--- src/rtl/sum_latch_pkg.sv ---
// Shared types and sizing helpers for the sum-latch UART datapath.
// Result width grows with the operand count; bytes are sent LSB first.
package sum_latch_pkg;

    typedef enum logic [1:0] {IDLE, START, DATA, STOP} tx_state_t;

    function automatic int res_width(input int data_w, input int num_ops);
        return data_w + $clog2(num_ops);
    endfunction

    function automatic int num_bytes(input int res_w);
        return (res_w + 7) / 8;
    endfunction

endpackage

--- src/rtl/uart_tx_byte.sv ---
// 8N1 serialiser for one byte; a start on the done cycle chains the
// next frame with no idle gap.
module uart_tx_byte
    import sum_latch_pkg::*;
#(
    parameter int CLKS_PER_BIT = 868
) (
    input  logic       clk,
    input  logic       reset,
    input  logic       start,
    input  logic [7:0] byte_in,
    output logic       txd,
    output logic       done
);

    localparam int CW = $clog2(CLKS_PER_BIT);
    localparam logic [CW-1:0] LAST = CW'(CLKS_PER_BIT - 1);

    tx_state_t      state;
    logic [CW-1:0]  cnt;
    logic [2:0]     bit_idx;
    logic [7:0]     sh;
    logic           tick;

    assign tick = (cnt == LAST);
    assign done = (state == STOP) && tick;

    always_ff @(posedge clk or posedge reset) begin
        if (reset) begin
            state   <= IDLE;
            cnt     <= '0;
            bit_idx <= '0;
            sh      <= '0;
            txd     <= 1'b1;
        end else if (start) begin
            state   <= START;
            cnt     <= '0;
            bit_idx <= '0;
            sh      <= byte_in;
            txd     <= 1'b0;
        end else begin
            unique case (state)
                IDLE: begin
                    cnt <= '0;
                    txd <= 1'b1;
                end
                START: begin
                    if (tick) begin
                        cnt   <= '0;
                        state <= DATA;
                        txd   <= sh[0];
                    end else begin
                        cnt <= cnt + CW'(1);
                    end
                end
                DATA: begin
                    if (tick) begin
                        cnt <= '0;
                        if (bit_idx == 3'd7) begin
                            state <= STOP;
                            txd   <= 1'b1;
                        end else begin
                            // shift keeps the bit after the current one in sh[1]
                            bit_idx <= bit_idx + 3'd1;
                            sh      <= sh >> 1;
                            txd     <= sh[1];
                        end
                    end else begin
                        cnt <= cnt + CW'(1);
                    end
                end
                STOP: begin
                    if (tick) begin
                        cnt   <= '0;
                        state <= IDLE;
                    end else begin
                        cnt <= cnt + CW'(1);
                    end
                end
            endcase
        end
    end

endmodule

--- src/rtl/sum_latch_uart_tx.sv ---
// Latches NUM_OPS operands, combines enabled channels as sum or difference,
// and on a tx_en rising edge sends the result LSB byte first as 8N1 frames.
module sum_latch_uart_tx
    import sum_latch_pkg::*;
#(
    parameter  int DATA_W       = 4,
    parameter  int NUM_OPS      = 2,
    parameter  int CLKS_PER_BIT = 868,
    localparam int RES_W        = res_width(DATA_W, NUM_OPS)
) (
    input  logic               clk,
    input  logic               reset,
    input  logic [DATA_W-1:0]  data_in,
    input  logic [NUM_OPS-1:0] save_n,
    input  logic [NUM_OPS-1:0] chan_en,
    input  logic               mode,
    input  logic               tx_en,
    output logic [RES_W-1:0]   result,
    output logic               uart_txd,
    output logic               uart_busy
);

    localparam int NBYTES = num_bytes(RES_W);
    localparam int SNAP_W = NBYTES * 8 + 8;
    localparam int BW     = $clog2(NBYTES + 1);
    localparam logic [BW-1:0] LAST_BYTE = BW'(NBYTES - 1);

    logic [DATA_W-1:0] ops [NUM_OPS];
    logic              tx_en_q;
    logic [SNAP_W-1:0] snap;
    logic [SNAP_W-1:0] pad;
    logic [BW-1:0]     byte_idx;
    logic [7:0]        byte_in;
    logic              done;
    logic              last_done;
    logic              accept;
    logic              next_byte;

    always_ff @(posedge clk or posedge reset) begin
        if (reset) begin
            for (int i = 0; i < NUM_OPS; i++) ops[i] <= '0;
        end else begin
            for (int i = 0; i < NUM_OPS; i++)
                if (!save_n[i]) ops[i] <= data_in;
        end
    end

    always_comb begin
        result = '0;
        for (int i = 0; i < NUM_OPS; i++) begin
            if (chan_en[i]) begin
                if (mode && i != 0) result = result - RES_W'(ops[i]);
                else                result = result + RES_W'(ops[i]);
            end
        end
    end

    // A start may land on the very edge the last stop bit ends.
    assign pad       = SNAP_W'(result);
    assign last_done = done && (byte_idx == LAST_BYTE);
    assign accept    = tx_en && !tx_en_q && (!uart_busy || last_done);
    assign next_byte = done && (byte_idx != LAST_BYTE);
    assign byte_in   = accept ? pad[7:0] : snap[15:8];

    always_ff @(posedge clk or posedge reset) begin
        if (reset) begin
            tx_en_q   <= 1'b0;
            snap      <= '0;
            byte_idx  <= '0;
            uart_busy <= 1'b0;
        end else begin
            tx_en_q <= tx_en;
            if (accept) begin
                snap      <= pad;
                byte_idx  <= '0;
                uart_busy <= 1'b1;
            end else if (next_byte) begin
                snap     <= snap >> 8;
                byte_idx <= byte_idx + BW'(1);
            end else if (last_done) begin
                uart_busy <= 1'b0;
            end
        end
    end

    uart_tx_byte #(
        .CLKS_PER_BIT(CLKS_PER_BIT)
    ) u_ser (
        .clk     (clk),
        .reset   (reset),
        .start   (accept || next_byte),
        .byte_in (byte_in),
        .txd     (uart_txd),
        .done    (done)
    );

endmodule

--- config.mk ---
export PLATFORM = sky130hd
export DESIGN_NAME = sum_latch_uart_tx
export DESIGN_NICKNAME = d
export VERILOG_FILES = /design/src/rtl/sum_latch_pkg.sv /design/src/rtl/uart_tx_byte.sv /design/src/rtl/sum_latch_uart_tx.sv
export SDC_FILE = /design/constraint.sdc
export NUM_CORES = 1
export LEC_CHECK = 0
export ABC_AREA = 1
export CAP_MARGIN = 10
export CORE_MARGIN = 2
export CORE_UTILIZATION = 40
export CTS_CLUSTER_DIAMETER = 150
export DETAILED_ROUTE_END_ITERATION = 16
export GPL_TIMING_DRIVEN = 0
export PLACE_DENSITY = 0.59
export SLEW_MARGIN = 20
export SYNTH_ARGS = -nofsm -noshare
export SYNTH_HDL_FRONTEND = slang
export SYNTH_SLANG_ARGS = --single-unit
--- constraint.sdc ---
create_clock -name clk -period 2.44 [get_ports clk]
set_input_delay 0.488 -clock clk [delete_from_list [all_inputs] [get_ports clk]]
set_output_delay 0.488 -clock clk [all_outputs]
set_load 0.05 [all_outputs]
[Yosys cells after proc, flatten, opt, wreduce, memory -nomap -nowiden]
Cells that the tools add are included.
Storage, ports and cells
  register bits: 51
  input port bits: 12
  output and inout bits: 7
  logic and storage cells: 82
Operators by class
  add/subtract/negate cells: 5
  equality and inequality tests: 11
  mux-type cells: 33
  bitwise gates (word level): 1
  reduce and logical (&&, ||, !) cells: 21
Operators with widths (number)
  $mux 8: 5
  $mux 16: 2
  $mux 10: 2
  $pmux 10 s2: 1
  $mux 3: 4
  $ne 3x1->1 const B: 4
  $add 10x1->10 const B: 1
  $eq 10x10->1 const B: 1
  $mux 2: 5
  $mux 5: 2
  $mux 1: 9
  $reduce_bool 2->1: 4
  $reduce_bool 4->1: 2
  $pmux 2 s3: 1
  $reduce_and 3->1: 2
  $add 5x4->5: 1
  $logic_and 1x1->1: 5
  $reduce_and 5->1: 1
  $sub 5x4->5: 1
  $eq 2x2->1 const B: 2
  $mux 4: 1
  $add 3x1->3 const B: 1
  $eq 3x3->1 const B: 1
  $pmux 1 s3: 1
  10 further kinds: 12

[Longest topological paths before layout]
  word-level depth: 8
  depth in mapped cells: 15
  gate-level depth less buffers: 15

[By module]
From an unflattened synthesis, not the netlist that was laid out.
Unflattened totals
  cells, all modules: 258
  area, all modules: 2144.6 µm²
By module, submodules not included
  uart_tx_byte: times used 1, cells each 155, area an instance 1383.8 µm²
  sum_latch_uart_tx: times used 1, cells each 103, area an instance 760.7 µm²

[Least setup slack after synthesis]
Ideal clock, no wire load.
  path type: register to output
  start point: register ops[0] (netlist bit)
  end point: output port result[2]
  data arrival time: 2.551 ns
  slack: -0.599 ns
  cell stages (with the launch flop): 8
  cell sequence: dfrtp_1 -> inv_1 -> ha_1 -> inv_1 -> o21ai_0 -> fa_1 -> xor2_1 -> o21ai_0
On the way
  longest elaborated chain between the ends: 3
RTL lines
  from (decl): line sum_latch_uart_tx.sv:28  | logic [DATA_W-1:0] ops [NUM_OPS];
  from (signal, indexed assignment): line sum_latch_uart_tx.sv:44  | if (!save_n[i]) ops[i] <= data_in;
  $add 5x4->5 / $sub 5x4->5 (equally long branches): line sum_latch_uart_tx.sv:53, sum_latch_uart_tx.sv:52
  $mux 5 (*): line sum_latch_uart_tx.sv:52  | if (mode && i != 0) result = result - RES_W'(ops[i]);
  $mux 5 (*): line sum_latch_uart_tx.sv:51  | if (chan_en[i]) begin
  to (decl): line sum_latch_uart_tx.sv:18  | output logic [RES_W-1:0] result,
Every way passes the cells marked *; elsewhere a longest branch is shown, timed or not.

[Final worst setup path]
  start point: register ops[1] (netlist bit)
  end point: output port result[4]
Same word-level chain as after synthesis.

==> reports/results.txt <==
Crit Path Class - register to output port
CTS Buf Count - 5
Nets@finish - 305
Antenna violations before repair - 0
Syn_nets - 274
Via density - 4.589
Die area - 0.005715 mm2
CTS tree - done
Setup-failing EPs final - 4
Largest net degree at the start of global routing - 33
Port Buffer Count - 18
Num Clock Sinks - 32
Max stage delay on crit path - 0.41 ns
Avg WL per Cell - 11.35 um
Post-Place Cells - 335
Io pins - 19
Drt total wl - 3950 um
Least-Margin Pin Slew - 0.6836 ns
PwrDens - 510.6 mW/mm2
Worst path cell trace - inv_2, ha_4, nor2_2, nor2_1, a22oi_2, ha_4, nand2_1, o21a_2, o21ai_2, a21oi_4, buf_6
Vias in the first global route - 1469
Synthesis-stage register bit count - 32
Bufs and invs on worst path - 2
Clk buf depth - 2
Most Frequent Cell on Critical Path - ha_4
Clk pwr share - 34.5%
Drt first pass iters - 4
Slew HR - 54.36%
Grt ovf - 0
# DRC - 0
Synth Warn # - 0
Min-delay worst type - register to register
FMAX - 385.6 MHz
Design area - 0.002580 mm2
DR iter-0 viols - 62
Crit Path Max Fanout - 4
Synth area leader - dfrtp_1
CP Data Arrival Time - 2.11 ns
Cell Area, Synth - 0.002051 mm2
Fin Hold WS - 0.4707 ns
Layout cells sized above 1 - 28.06%
Hpwl dp - 2896 um
Clock Pin Slew Worst Setup and Hold Paths - 0.06 ns
Post-Layout Cell Count - 348
Insertion delay to the later sink of the worst-skew pair - 0.29 ns
Leak - 1.287 nW
Placer Congestion - 0.8722
Final Cycle Share - 106.3%
Crit end category - output port
DRT antenna net count - 0
GR Util All Layers - 15.22%
Sw power - 0.3888 mW
Max Cap Violations - 0
Post-synth top area share - 37.83%
Switching Share - 29.52%
Final Critical Period - 2.594 ns
Clock root cell - clkbuf_8
Failing checks - negative setup slack
RSZ-0062 raised after global routing - true
Number of synthesized flops with an enable pin - 0
Final setup TNS - -0.4348 ns
Global-route wire length before repair - 6617 um
Setup ws final - -0.1535 ns
Post-Synthesis Cells - 247
Sequential-to-total area share from yosys stat - 39.11%
Die height - 75.60 um
Initial Utilization - 40.67%
Slew Viols, Final - 0
CTS H-Tree Depth - 2
Ys flop type - dfrtp_1
Rows - 26
Placed cell area - 0.002341 mm2
Worst Setup Start Kind - register
Yosys cell types - 32
Most common cell in the netlist - nand2_1
Peak supply drop - 325.2 uV
Vias - 1597
Die Wd - 75.60 um
Final Hold Fails - 0
Diodes inserted - 0
Status - finished with violations
Overall Power - 1.317 mW
Internal power - 0.9284 mW
Layout Skew - 0.003552 ns
Seq pwr share - 42.0%
Synth-to-Final Area Change - 25.81%
Critical Path Slowest Stage Cell - dfrtp_1
Top delay family on crit path - compound AO/OA/AOI/OAI gates
Avg Cell Area, Syn - 8.302 um2
FFs w/ async S/R, synth - 100.0%
CTS hold repair buffers - 0
Core area - 0.005042 mm2
Post-synth top cells - nand2_1, inv_1, dfrtp_1, o21ai_0, nand3_1
Top area cells in the synthesized netlist - dfrtp_1, nand2_1, ha_1, inv_1, o21ai_0
Critical Path RT - 1.95 ns
Combinational power share - 23.6%
[per-stage QoR]
stage,util [%],worst slack [ns]
finish,51.17,-0.1535
global route,51.17,-0.2566
CTS,50.02,-0.2128
detailed placement,46.43,-1.229
global placement,46.43,-1.198
floorplan,-,0.02927
[layout by cell type, fill, tap and decap left out, types with 2 or more instances in the layout]
cell type,count
nand4_4,3
o21ai_0,13
a21oi_2,2
ha_1,11
clkdlybuf4s50_1,11
ha_4,3
dfrtp_1,31
nand3b_1,2
buf_4,5
buf_6,5
nand3_1,14
nand2_4,3
xor2_1,5
nand2_2,4
nand3_2,2
nor2_4,2
inv_2,13
nand2_1,52
inv_1,31
o21ai_2,5
clkbuf_8,7
xnor2_1,3
nor2_2,12
nand4_1,7
a21oi_1,4
nor2_1,11
[routing by layer]
layer / track usage [%] / vias up / routed length (um)
met3: 4.365 / 4 / 116
met1: 20.45 / 724 / 1898
met2: 23.96 / 20 / 1892
met5: 0 / - / 0
met4: 4.483 / 0 / 42
li1: - / 849 / -
[timing repair]
action / CTS / global route
setup buffers: 5 / 1
pin swaps: 9 / 11
setup endpoints to repair: 5 / 5
endpoints found under the hold margin: 0 / 0
resized for setup: 47 / 13
[kinds of logic (layout without fill, tap and decap cells)]
logic type,count (synthesis),after routing,synth area share (%)
flops,32,32,39.11
simple gates,115,115,30.63
buf+inv,45,76,8.237
xor+xnor,8,8,3.417
fa+ha+maj,15,15,9.518
compound gates,32,32,9.091
[sequential cells by signal (all words and copies together) (netlist names)]
register	cells
byte_idx	1
ops	8
tx_en_q	1
u_ser.bit_idx	3
u_ser.cnt	10
u_ser.sh	5
u_ser.state	2
u_ser.txd	1
uart_busy	1
[power groups by stage]
stage | Combinational (mW) | Clock (mW) | Sequential (mW)
3_3_place_gp | 0.236 | 0 | 0.562
2_1_floorplan | 0.165 | 0 | 0.560
4_1_cts | 0.278 | 0.458 | 0.553
6_report | 0.310 | 0.454 | 0.553
3_5_place_dp | 0.238 | 0 | 0.563
5_1_grt | 0.339 | 0.483 | 0.554
[cell type report]
cell class	instances	area [um2]
timing repair buffer	24	229.0
clock buffer	7	96.34
fill	486	2462
inverter	45	168.9
sequential	32	802.0
tap	70	87.58
multi-input combinational	170	1196
[worst paths after layout]
kind,to,slack (ns),start,cells after the start
hold reg to reg,u_ser.cnt[0],0.47,u_ser.cnt[0],1
setup / recovery,result[4],-0.15,ops[1],11
setup reg to reg,u_ser.sh[4],0.44,ops[1],13
max in group asynchronous,u_ser.cnt[7],1.38,reset,2
min in group asynchronous,u_ser.cnt[4],0.63,reset,2
hold / removal,u_ser.cnt[0],0.47,u_ser.cnt[0],1
No activity file was read; power rests on OpenSTA's default activity.
==> RTL edit (same settings) <==
Set the parameter `NUM_OPS` to 4 (it was 2).
--- a/src/rtl/sum_latch_uart_tx.sv
+++ b/src/rtl/sum_latch_uart_tx.sv
@@ -4,7 +4,7 @@
     import sum_latch_pkg::*;
 #(
     parameter  int DATA_W       = 4,
-    parameter  int NUM_OPS      = 2,
+    parameter  int NUM_OPS      = 4,
     parameter  int CLKS_PER_BIT = 868,
     localparam int RES_W        = res_width(DATA_W, NUM_OPS)
 ) (
Interface: changed (resized chan_en, result and save_n); port bits go from 19 to 24. No check against the original RTL was run, so the function may have changed too.
==> RTL edit against the unedited design <==
The run still ends with setup timing left. Core utilization rose by 7.2 points. Highest routed layer unchanged. Routed wire length rose by 70%. Setup slack got worse by 1.6 ns. Critical path depth rose by 17. Synthesized area rose by 40%. Clock power rose by 29%. Power rose by 94%. Largest power group is now combinational cells. Cell area rose by 55%. Register-to-register slack got worse by 2.2 ns. Sequential cell count rose by 9.
==> RTL edit: results (changes against the unedited design) <==
<table>
<tr><th>Metric</th><th>Value</th></tr>
<tr><th colspan="2">Worst setup path</th></tr>
<tr><td>CP peak stage delay</td><td>0.47 ns (+0.06 ns)</td></tr>
<tr><td>Cell with the largest stage delay on the worst path</td><td>sky130_fd_sc_hd__dfrtp_2</td></tr>
<tr><td>CP startpoint</td><td>ops[13]</td></tr>
<tr><th colspan="2">STA</th></tr>
<tr><td>Fin Clk Skew</td><td>0.00630 ns (+0.00275 ns)</td></tr>
<tr><td>Number of endpoints failing setup at the final stage</td><td>11 (+7)</td></tr>
<tr><td>Worst Tran Pin Value</td><td>0.488 ns (-0.195 ns)</td></tr>
<tr><td>Final setup margin</td><td>-1.74 ns (-1.59 ns)</td></tr>
<tr><th colspan="2">Logic synthesis</th></tr>
<tr><td>Leading cell types by count after synthesis</td><td>sky130_fd_sc_hd__nand2_1 (105), sky130_fd_sc_hd__inv_1 (53), sky130_fd_sc_hd__dfrtp_1 (40), sky130_fd_sc_hd__o21ai_0 (36), sky130_fd_sc_hd__nor2_1 (30)</td></tr>
<tr><td>Distinct cells, synth</td><td>33 (+3.1%)</td></tr>
<tr><td>Post-Synthesis Net Count</td><td>435 (+59%)</td></tr>
<tr><td>Synthesized area divided by synthesized cell count</td><td>7.36 µm² (-11%)</td></tr>
<tr><th colspan="2">GRT</th></tr>
<tr><td>Pin count of the biggest net entering global routing</td><td>26 (-21%)</td></tr>
<tr><td>GRT Resource Usage Total</td><td>18.2% (+3.0 points)</td></tr>
<tr><td>Wire length of the first global-routing pass</td><td>11200 µm (+70%)</td></tr>
<tr><th colspan="2">Place</th></tr>
<tr><td>Dpl cells</td><td>511 (+53%)</td></tr>
<tr><td>Port bufs</td><td>23 (+5)</td></tr>
<tr><td>Place WS</td><td>-3.04 ns (-1.81 ns)</td></tr>
<tr><td>Gp weighted congestion</td><td>0.874 (+0.15%)</td></tr>
<tr><th colspan="2">Detailed routing</th></tr>
<tr><td>Violation count after the first detailed-routing iteration</td><td>43 (-31%)</td></tr>
<tr><td>Routed wirelength normalized by instance count</td><td>12.2 µm (+7.7%)</td></tr>
<tr><th colspan="2">Final layout</th></tr>
<tr><td>Final nets</td><td>498 (+63%)</td></tr>
<tr><td>Fillers</td><td>649 (+34%)</td></tr>
<tr><td>Fraction of layout instances using a drive strength above 1</td><td>28.1% (+0.074 points)</td></tr>
<tr><th colspan="2">Outcome</th></tr>
<tr><td>Result of the run</td><td>finished, violations left</td></tr>
<tr><td>Failing checks</td><td>setup timing</td></tr>
</table>
-- RTL edit: cell types whose count changed in the layout (fill, tap and decap cells not counted), moves of 7 or more --
cell	unedited run	this run
sky130_fd_sc_hd__inv_1	31	44
sky130_fd_sc_hd__nor3_1	0	7
sky130_fd_sc_hd__nor2_2	12	2
sky130_fd_sc_hd__buf_6	5	16
sky130_fd_sc_hd__nor2_1	11	28
sky130_fd_sc_hd__ha_1	11	18
sky130_fd_sc_hd__nand2_1	52	94
sky130_fd_sc_hd__o21ai_0	13	28
sky130_fd_sc_hd__buf_4	5	20
sky130_fd_sc_hd__nand3_1	14	22
-- RTL edit: cells by family after synthesis --
family,after synthesis,share of synthesized area (%)
xor gates and xnor gates,11,3.35
DFF,41,35.7
buffers and inverters,60,7.83
adders and majority gates,28,12.7
and+or+nand+nor,186,27.8
AOI/OAI and AO/OA,65,12.6
-- RTL edit: cell type report --
type	instances	area share (%)
repair buffers	56	13.8
clock buffers	6	2.06
inverters	59	5.53
multi-input cells	290	48.7
plain buffers	1	0.187
clock inverters	2	0.937
well taps	96	3.00
flip-flops and latches	41	25.8
-- RTL edit: path summary, 6_finish.rpt --
check,to,slack [ns],cells after the start
hold / removal,u_ser.cnt[0],0.46,1
setup / recovery,result[5],-1.74,28
max in group asynchronous,u_ser.txd,1.43,3
setup reg to reg,u_ser.sh[5],-1.72,36
min in group asynchronous,ops[8],0.48,2
hold reg to reg,u_ser.cnt[0],0.46,1
-- RTL edit: per-layer routing --
layer	track usage, %	up-vias	routed length [µm]
li1	-	1389	-
met1	22.4	1236	3050
met2	32.1	28	3400
met3	3.54	10	159
met4	5.92	0	127
met5	0	-	0
-- RTL edit: repair_timing --
item / 4_1_cts / 5_1_grt
setup endpoints to repair: 12 / 11
resized for setup: 72 / 29
pin swaps: 28 / 23
hold buffers: 0 / 0
setup buffers: 23 / 16
-- RTL edit: worst reg2reg max path: cells and delay by family (launching register included) --
family | cells | cell delay [ns]
AND/OR/NAND/NOR | 18 | 1.35
buffers and inverters | 10 | 0.87
adder cells (fa/ha/maj) | 3 | 0.66
AO/OA/AOI/OAI | 4 | 0.55
flip-flops | 1 | 0.47
XOR/XNOR | 1 | 0.14
-- RTL edit: report_power, final --
| group | switching [mW] | internal, mW | leakage [nW] |
|---|---|---|---|
| logic | 0.623 | 0.612 | 1.39 |
| clock network | 0.251 | 0.333 | 0.0574 |
| registers | 0.0278 | 0.704 | 0.509 |
| total | 0.902 | 1.65 | 1.96 |
